===== src/rtl/mem_port_arbiter_pkg.sv =====
// Shared types and encodings for the two-requester memory port arbiter.
package mem_port_arbiter_pkg;

  localparam int TYP_W = 3;

  localparam logic M_XRD = 1'b0;
  localparam logic M_XWR = 1'b1;

  typedef logic [1:0] state_t;
  localparam state_t ST_IDLE      = 2'd0;
  localparam state_t ST_ISSUE     = 2'd1;
  localparam state_t ST_WAIT_RESP = 2'd2;

  typedef enum logic {
    OWN_IMEM = 1'b0,
    OWN_DMEM = 1'b1
  } owner_e;

endpackage


===== src/rtl/mem_port_arbiter_rr_arbiter2.sv =====
// Two-input round-robin arbiter: on a tie, the input not granted last wins.
module rr_arbiter2
  import mem_port_arbiter_pkg::*;
(
  input  logic       clock,
  input  logic       reset,
  input  logic [1:0] req,
  output logic [1:0] grant
);

  owner_e last_grant_reg;

  genvar gi;
  generate
    for (gi = 0; gi < 2; gi++) begin : g_grant
      localparam owner_e SELF = (gi == 0) ? OWN_IMEM : OWN_DMEM;
      assign grant[gi] = req[gi] && (!req[1-gi] || (last_grant_reg != SELF));
    end
  endgenerate

  // Any grant is an accept, since the requester's valid is already in req.
  always_ff @(posedge clock or posedge reset) begin
    if (reset) begin
      last_grant_reg <= OWN_IMEM;
    end else if (|grant) begin
      last_grant_reg <= grant[1] ? OWN_DMEM : OWN_IMEM;
    end
  end

endmodule


===== src/rtl/mem_port_arbiter.sv =====
// Arbitrates instruction and data requesters onto one memory port, one
// transaction outstanding, with a read-response timeout.
module mem_port_arbiter
  import mem_port_arbiter_pkg::*;
#(
  parameter int TIMEOUT_CYCLES = 64
) (
  input  logic             clock,
  input  logic             reset,
  input  logic             imem_req_valid,
  output logic             imem_req_ready,
  input  logic [31:0]      imem_req_bits_addr,
  input  logic [31:0]      imem_req_bits_data,
  input  logic             imem_req_bits_fcn,
  input  logic [TYP_W-1:0] imem_req_bits_typ,
  output logic             imem_resp_valid,
  output logic [31:0]      imem_resp_bits_data,
  input  logic             dmem_req_valid,
  output logic             dmem_req_ready,
  input  logic [31:0]      dmem_req_bits_addr,
  input  logic [31:0]      dmem_req_bits_data,
  input  logic             dmem_req_bits_fcn,
  input  logic [TYP_W-1:0] dmem_req_bits_typ,
  output logic             dmem_resp_valid,
  output logic [31:0]      dmem_resp_bits_data,
  output logic             mem_req_valid,
  input  logic             mem_req_ready,
  output logic [31:0]      mem_req_bits_addr,
  output logic [31:0]      mem_req_bits_data,
  output logic             mem_req_bits_fcn,
  output logic [TYP_W-1:0] mem_req_bits_typ,
  input  logic             mem_resp_valid,
  input  logic [31:0]      mem_resp_bits_data,
  output logic             timeout_err
);

  state_t           state_reg, state_next;
  owner_e           owner_reg;
  logic [31:0]      addr_reg, data_reg;
  logic             fcn_reg;
  logic [TYP_W-1:0] typ_reg;
  logic [15:0]      cnt_reg;
  logic             timeout_err_reg;

  logic [1:0]  arb_req, grant;
  logic        accept, in_wait, timeout_hit, resp_fire;
  logic [31:0] resp_data;

  // Gating with reset keeps both req_ready low while reset is held.
  assign arb_req = (state_reg == ST_IDLE && !reset) ? {dmem_req_valid, imem_req_valid} : 2'b00;

  rr_arbiter2 u_arb (
    .clock (clock),
    .reset (reset),
    .req   (arb_req),
    .grant (grant)
  );

  assign imem_req_ready = grant[0];
  assign dmem_req_ready = grant[1];
  assign accept         = |grant;

  assign in_wait     = (state_reg == ST_WAIT_RESP);
  assign timeout_hit = (cnt_reg == 16'(TIMEOUT_CYCLES - 1));
  assign resp_fire   = in_wait && (mem_resp_valid || timeout_hit);
  // A real response beats a timeout landing in the same cycle.
  assign resp_data   = mem_resp_valid ? mem_resp_bits_data : 32'h0;

  assign imem_resp_valid     = resp_fire && (owner_reg == OWN_IMEM);
  assign dmem_resp_valid     = resp_fire && (owner_reg == OWN_DMEM);
  assign imem_resp_bits_data = resp_data;
  assign dmem_resp_bits_data = resp_data;

  assign mem_req_valid     = (state_reg == ST_ISSUE);
  assign mem_req_bits_addr = addr_reg;
  assign mem_req_bits_data = data_reg;
  assign mem_req_bits_fcn  = fcn_reg;
  assign mem_req_bits_typ  = typ_reg;
  assign timeout_err       = timeout_err_reg;

  always_comb begin
    state_next = state_reg;
    case (state_reg)
      ST_IDLE:      if (accept) state_next = ST_ISSUE;
      ST_ISSUE:     if (mem_req_ready) state_next = (fcn_reg == M_XWR) ? ST_IDLE : ST_WAIT_RESP;
      ST_WAIT_RESP: if (resp_fire) state_next = ST_IDLE;
      default:      state_next = ST_IDLE;
    endcase
  end

  always_ff @(posedge clock or posedge reset) begin
    if (reset) begin
      state_reg       <= ST_IDLE;
      owner_reg       <= OWN_IMEM;
      addr_reg        <= '0;
      data_reg        <= '0;
      fcn_reg         <= M_XRD;
      typ_reg         <= '0;
      cnt_reg         <= '0;
      timeout_err_reg <= 1'b0;
    end else begin
      state_reg <= state_next;
      if (accept) begin
        owner_reg <= grant[1] ? OWN_DMEM : OWN_IMEM;
        addr_reg  <= grant[1] ? dmem_req_bits_addr : imem_req_bits_addr;
        data_reg  <= grant[1] ? dmem_req_bits_data : imem_req_bits_data;
        fcn_reg   <= grant[1] ? dmem_req_bits_fcn  : imem_req_bits_fcn;
        typ_reg   <= grant[1] ? dmem_req_bits_typ  : imem_req_bits_typ;
      end
      if (state_next == ST_WAIT_RESP && !in_wait) begin
        cnt_reg <= '0;
      end else if (in_wait && !resp_fire) begin
        cnt_reg <= cnt_reg + 16'd1;
      end
      if (in_wait && timeout_hit && !mem_resp_valid) begin
        timeout_err_reg <= 1'b1;
      end
    end
  end

endmodule


===== config.mk =====
export PLATFORM = sky130hd
export DESIGN_NAME = mem_port_arbiter
export DESIGN_NICKNAME = d
export VERILOG_FILES = /design/src/rtl/mem_port_arbiter_pkg.sv /design/src/rtl/mem_port_arbiter_rr_arbiter2.sv /design/src/rtl/mem_port_arbiter.sv
export SDC_FILE = /design/constraint.sdc
export NUM_CORES = 1
export LEC_CHECK = 0
export ABC_AREA = 1
export BUFFER_PORTS_ARGS = -buffer_cell sky130_fd_sc_hd__buf_2
export CORE_AREA = 2 2 121 123
export CTS_CLUSTER_DIAMETER = 120
export DETAILED_ROUTE_END_ITERATION = 8
export DIE_AREA = 0 0 123 125
export GPL_ROUTABILITY_DRIVEN = 0
export GPL_TIMING_DRIVEN = 0
export PLACE_DENSITY_LB_ADDON = 0.15
export SETUP_SLACK_MARGIN = 0.2
export SKIP_LAST_GASP = 1
export SLEW_MARGIN = 20
export SYNTH_ARGS = -nofsm -noshare
export SYNTH_HDL_FRONTEND = slang
export SYNTH_SLANG_ARGS = --single-unit

===== constraint.sdc =====
create_clock -name clock -period 5.3 [get_ports clock]
set_input_delay 0.53 -clock clock [delete_from_list [all_inputs] [get_ports clock]]
set_output_delay 0.53 -clock clock [all_outputs]
set_load 0.01 [all_outputs]

==> impl_metrics.ini <==
[logic_synthesis]
synth_edf_count = 0
syn_avg_cell_area_um2 = 7.23
post-synth-top-area-cell = sky130_fd_sc_hd__dfrtp_1
syn_nets = 823
postSynthRegisterBits = 88
synth.yosys.warnings = 0
instance_count_of_the_mapped_netlist = 648
yosysUniqueCellTypes = 27
synth_flop_cell = sky130_fd_sc_hd__dfrtp_1
mappedNetlistArea_um2 = 4690
synth.yosys.seq_area_share = 0.470
synthArstFlopShare = 1.00
post_synth_main_area_contributors = sky130_fd_sc_hd__dfrtp_1 (47%), sky130_fd_sc_hd__nand2_1 (24%), sky130_fd_sc_hd__nand3_1 (8.4%)
synthDominantCellAreaShare = 0.470

[floorplan]
num_rows = 44
ioPinCount = 312
floorplan.initialDensity = 0.330
design.die.area_um2 = 15400
chipWidth_um = 123
core-area_um2 = 14200
vertical_extent_of_the_die_um = 125

[global_routing]
grt_pass1_vias = 4925
grt_first_pass_wirelength_um = 25400
grt_overflow = 0
grtUsageTotal = 0.216
grt_start_max_net_pins = 71
antenna_violations_before_repair = 1

[cts]
cts_tree = done
cts-root-to-sink-buffers = 2
clk_transition_reported_paths_ns = 0.07
cts_inserted_buffers = 9
post-cts-setup-buffers = 0
cts_hold_repair.buffers = 0
count_of_cells_resized_by_post_cts_repair = 0
worstSkewPairLatency_ns = 0.34
numClockSinks = 88
number_of_h_tree_branching_levels = 3
clock-root-buffer = sky130_fd_sc_hd__clkbuf_16

[timing]
min_period_ns = 2.44
worst_slack_ns = 2.86
finalHoldViolations = 0
final_setup_violation_count = 0
fin_setup_tns_ns = 0
clock.fmax_mhz = 411
final_max_slew_viol_count = 0
worst_pin_slew_ns = 0.577
setup_repair_after_global_routing_missed_its_margin = false
worst_clock_skew_ns = 0.00690
post-route-period-util = 0.460
timing.max_slew.rel_slack = 0.616

[placement]
place_hpwl_um = 13300
port-buffer-count = 310
placement.setup.worst_slack_ns = 3.05
post-place-cells = 1143

[setup_path]
critical_path.max_fanout = 6
startpoint_type = register
kind_of_critical_path = register to primary output
worstSetupEndpointType = primary output
crit-reg2reg-launch = cnt_reg[0]
r2r_slack_ns = 3.53
cp.required_ns = 4.77
rr_worst_depth = 7
critPathArrivalTime_ns = 1.91
rr_endpoint = cnt_reg[9]

[layout]
fill_cells = 1540
layout_common_cells = sky130_fd_sc_hd__buf_2 (318), sky130_fd_sc_hd__nand2_1 (304), sky130_fd_sc_hd__dfrtp_1 (88)
area_grow_syn2layout_pct = 45.8
layout_commonest_cell = sky130_fd_sc_hd__buf_2
n_antenna_cell = 0
layout-drive-gt1-share = 0.390
fin_cells = 1159
num-nets-final = 1145

[drt]
antenna_left = 0
detailroute.wirelength.met3_um = 1440
routed_wire_length_per_instance_um = 14.3
wl_met1_um = 6190
route.final.wire_length_um = 16600
via_total_after_detailed_routing = 5182
drc = 0
detailed_route_vias_per_instance = 4.47
drtIter0Drc = 217
dr_wl_met2_um = 8680
drt-pass1-iter-count = 5
routed.top_layer = met5

[flow_run]
max_cap_violations = 0

[hold_path]
worstHoldPathType = primary input to asynchronous set/reset pin

[pwr]
p_leak_nw = 4.10
vdd_ir_drop_max_uv = 182
power_mw = 2.97
power.density_nw_per_um2 = 435

[run_status]
outcome = finished, final reports clean
[routing by layer]
metal	up-vias	GRT usage
met5	-	0
met1	2312	0.239
met3	18	0.0557
li1	2619	-
met2	231	0.400
met4	2	0.0628
[metrics by stage]
stage	area, µm²	hold WS [ns]	utilization
final	6830	0.143	0.481
after global routing	6830	0.152	0.481
after CTS	6830	0.146	0.481
after detailed placement	6500	0.463	0.458
after global placement	6470	0.461	0.455
after floorplan	4690	0.487	-
[critical path, stage by stage, from the launching register on]
cell                      delay (ns)
sky130_fd_sc_hd__dfrtp_1        0.43
sky130_fd_sc_hd__ha_1           0.28
sky130_fd_sc_hd__nand3_2        0.18
sky130_fd_sc_hd__nor2_2         0.19
sky130_fd_sc_hd__nand2_1        0.11
sky130_fd_sc_hd__nand2_1        0.07
sky130_fd_sc_hd__nand2_1        0.07
sky130_fd_sc_hd__nor2_1         0.09
sky130_fd_sc_hd__buf_2          0.14
[synthesized netlist by cell type, drive strengths merged, types with 2 or more instances]
cell type  number
nand3          80
nand2         305
buf            44
a21boi          2
o21bai          2
clkbuf         16
inv            50
xor2            4
nor2           30
o21ai           5
nand4          14
dfrtp          88
[cell type report]
| cell class | instances | area (µm²) | area share |
|---|---|---|---|
| Clock inverter | 4 | 76.3 | 0.0112 |
| Clock buffer | 12 | 256 | 0.0375 |
| Multi-Input combinational cell | 449 | 1910 | 0.280 |
| Inverter | 51 | 196 | 0.0287 |
| Buffer | 60 | 382 | 0.0558 |
| Tap cell | 184 | 230 | 0.0337 |
| Timing Repair Buffer | 311 | 1580 | 0.231 |
| Sequential cell | 88 | 2200 | 0.322 |
[power breakdown]
part | internal (mW) | switching [mW] | total [mW] | leakage [nW]
sequential | 0.950 | 0.159 | 1.11 | 1.11
clock | 0.440 | 0.274 | 0.714 | 0.159
combinational | 0.466 | 0.684 | 1.15 | 2.83
total | 1.86 | 1.12 | 2.97 | 4.10
[worst max-delay path by stage]
stage	startpoint	to	slack [ns]	cells after the start
2_1_floorplan	reset	cnt_reg[0]	2.49	1
3_3_place_gp	reset	mem_req_bits_typ[2]	1.12	2
3_5_place_dp	reset	dmem_req_ready	3.05	6
4_1_cts	cnt_reg[0]	imem_resp_valid	2.85	8
5_1_grt	cnt_reg[0]	imem_resp_valid	2.67	8
6_report	cnt_reg[0]	imem_resp_valid	2.86	8
[cells by family after synthesis]
family / Yosys count / synth area share
simple gates: 431 / 0.379
buf+inv: 111 / 0.122
flops: 88 / 0.470
compound gates: 12 / 0.0168
xor+xnor: 5 / 0.00934
fa+ha+maj: 1 / 0.00267
Power figures use the tool's default switching activity.
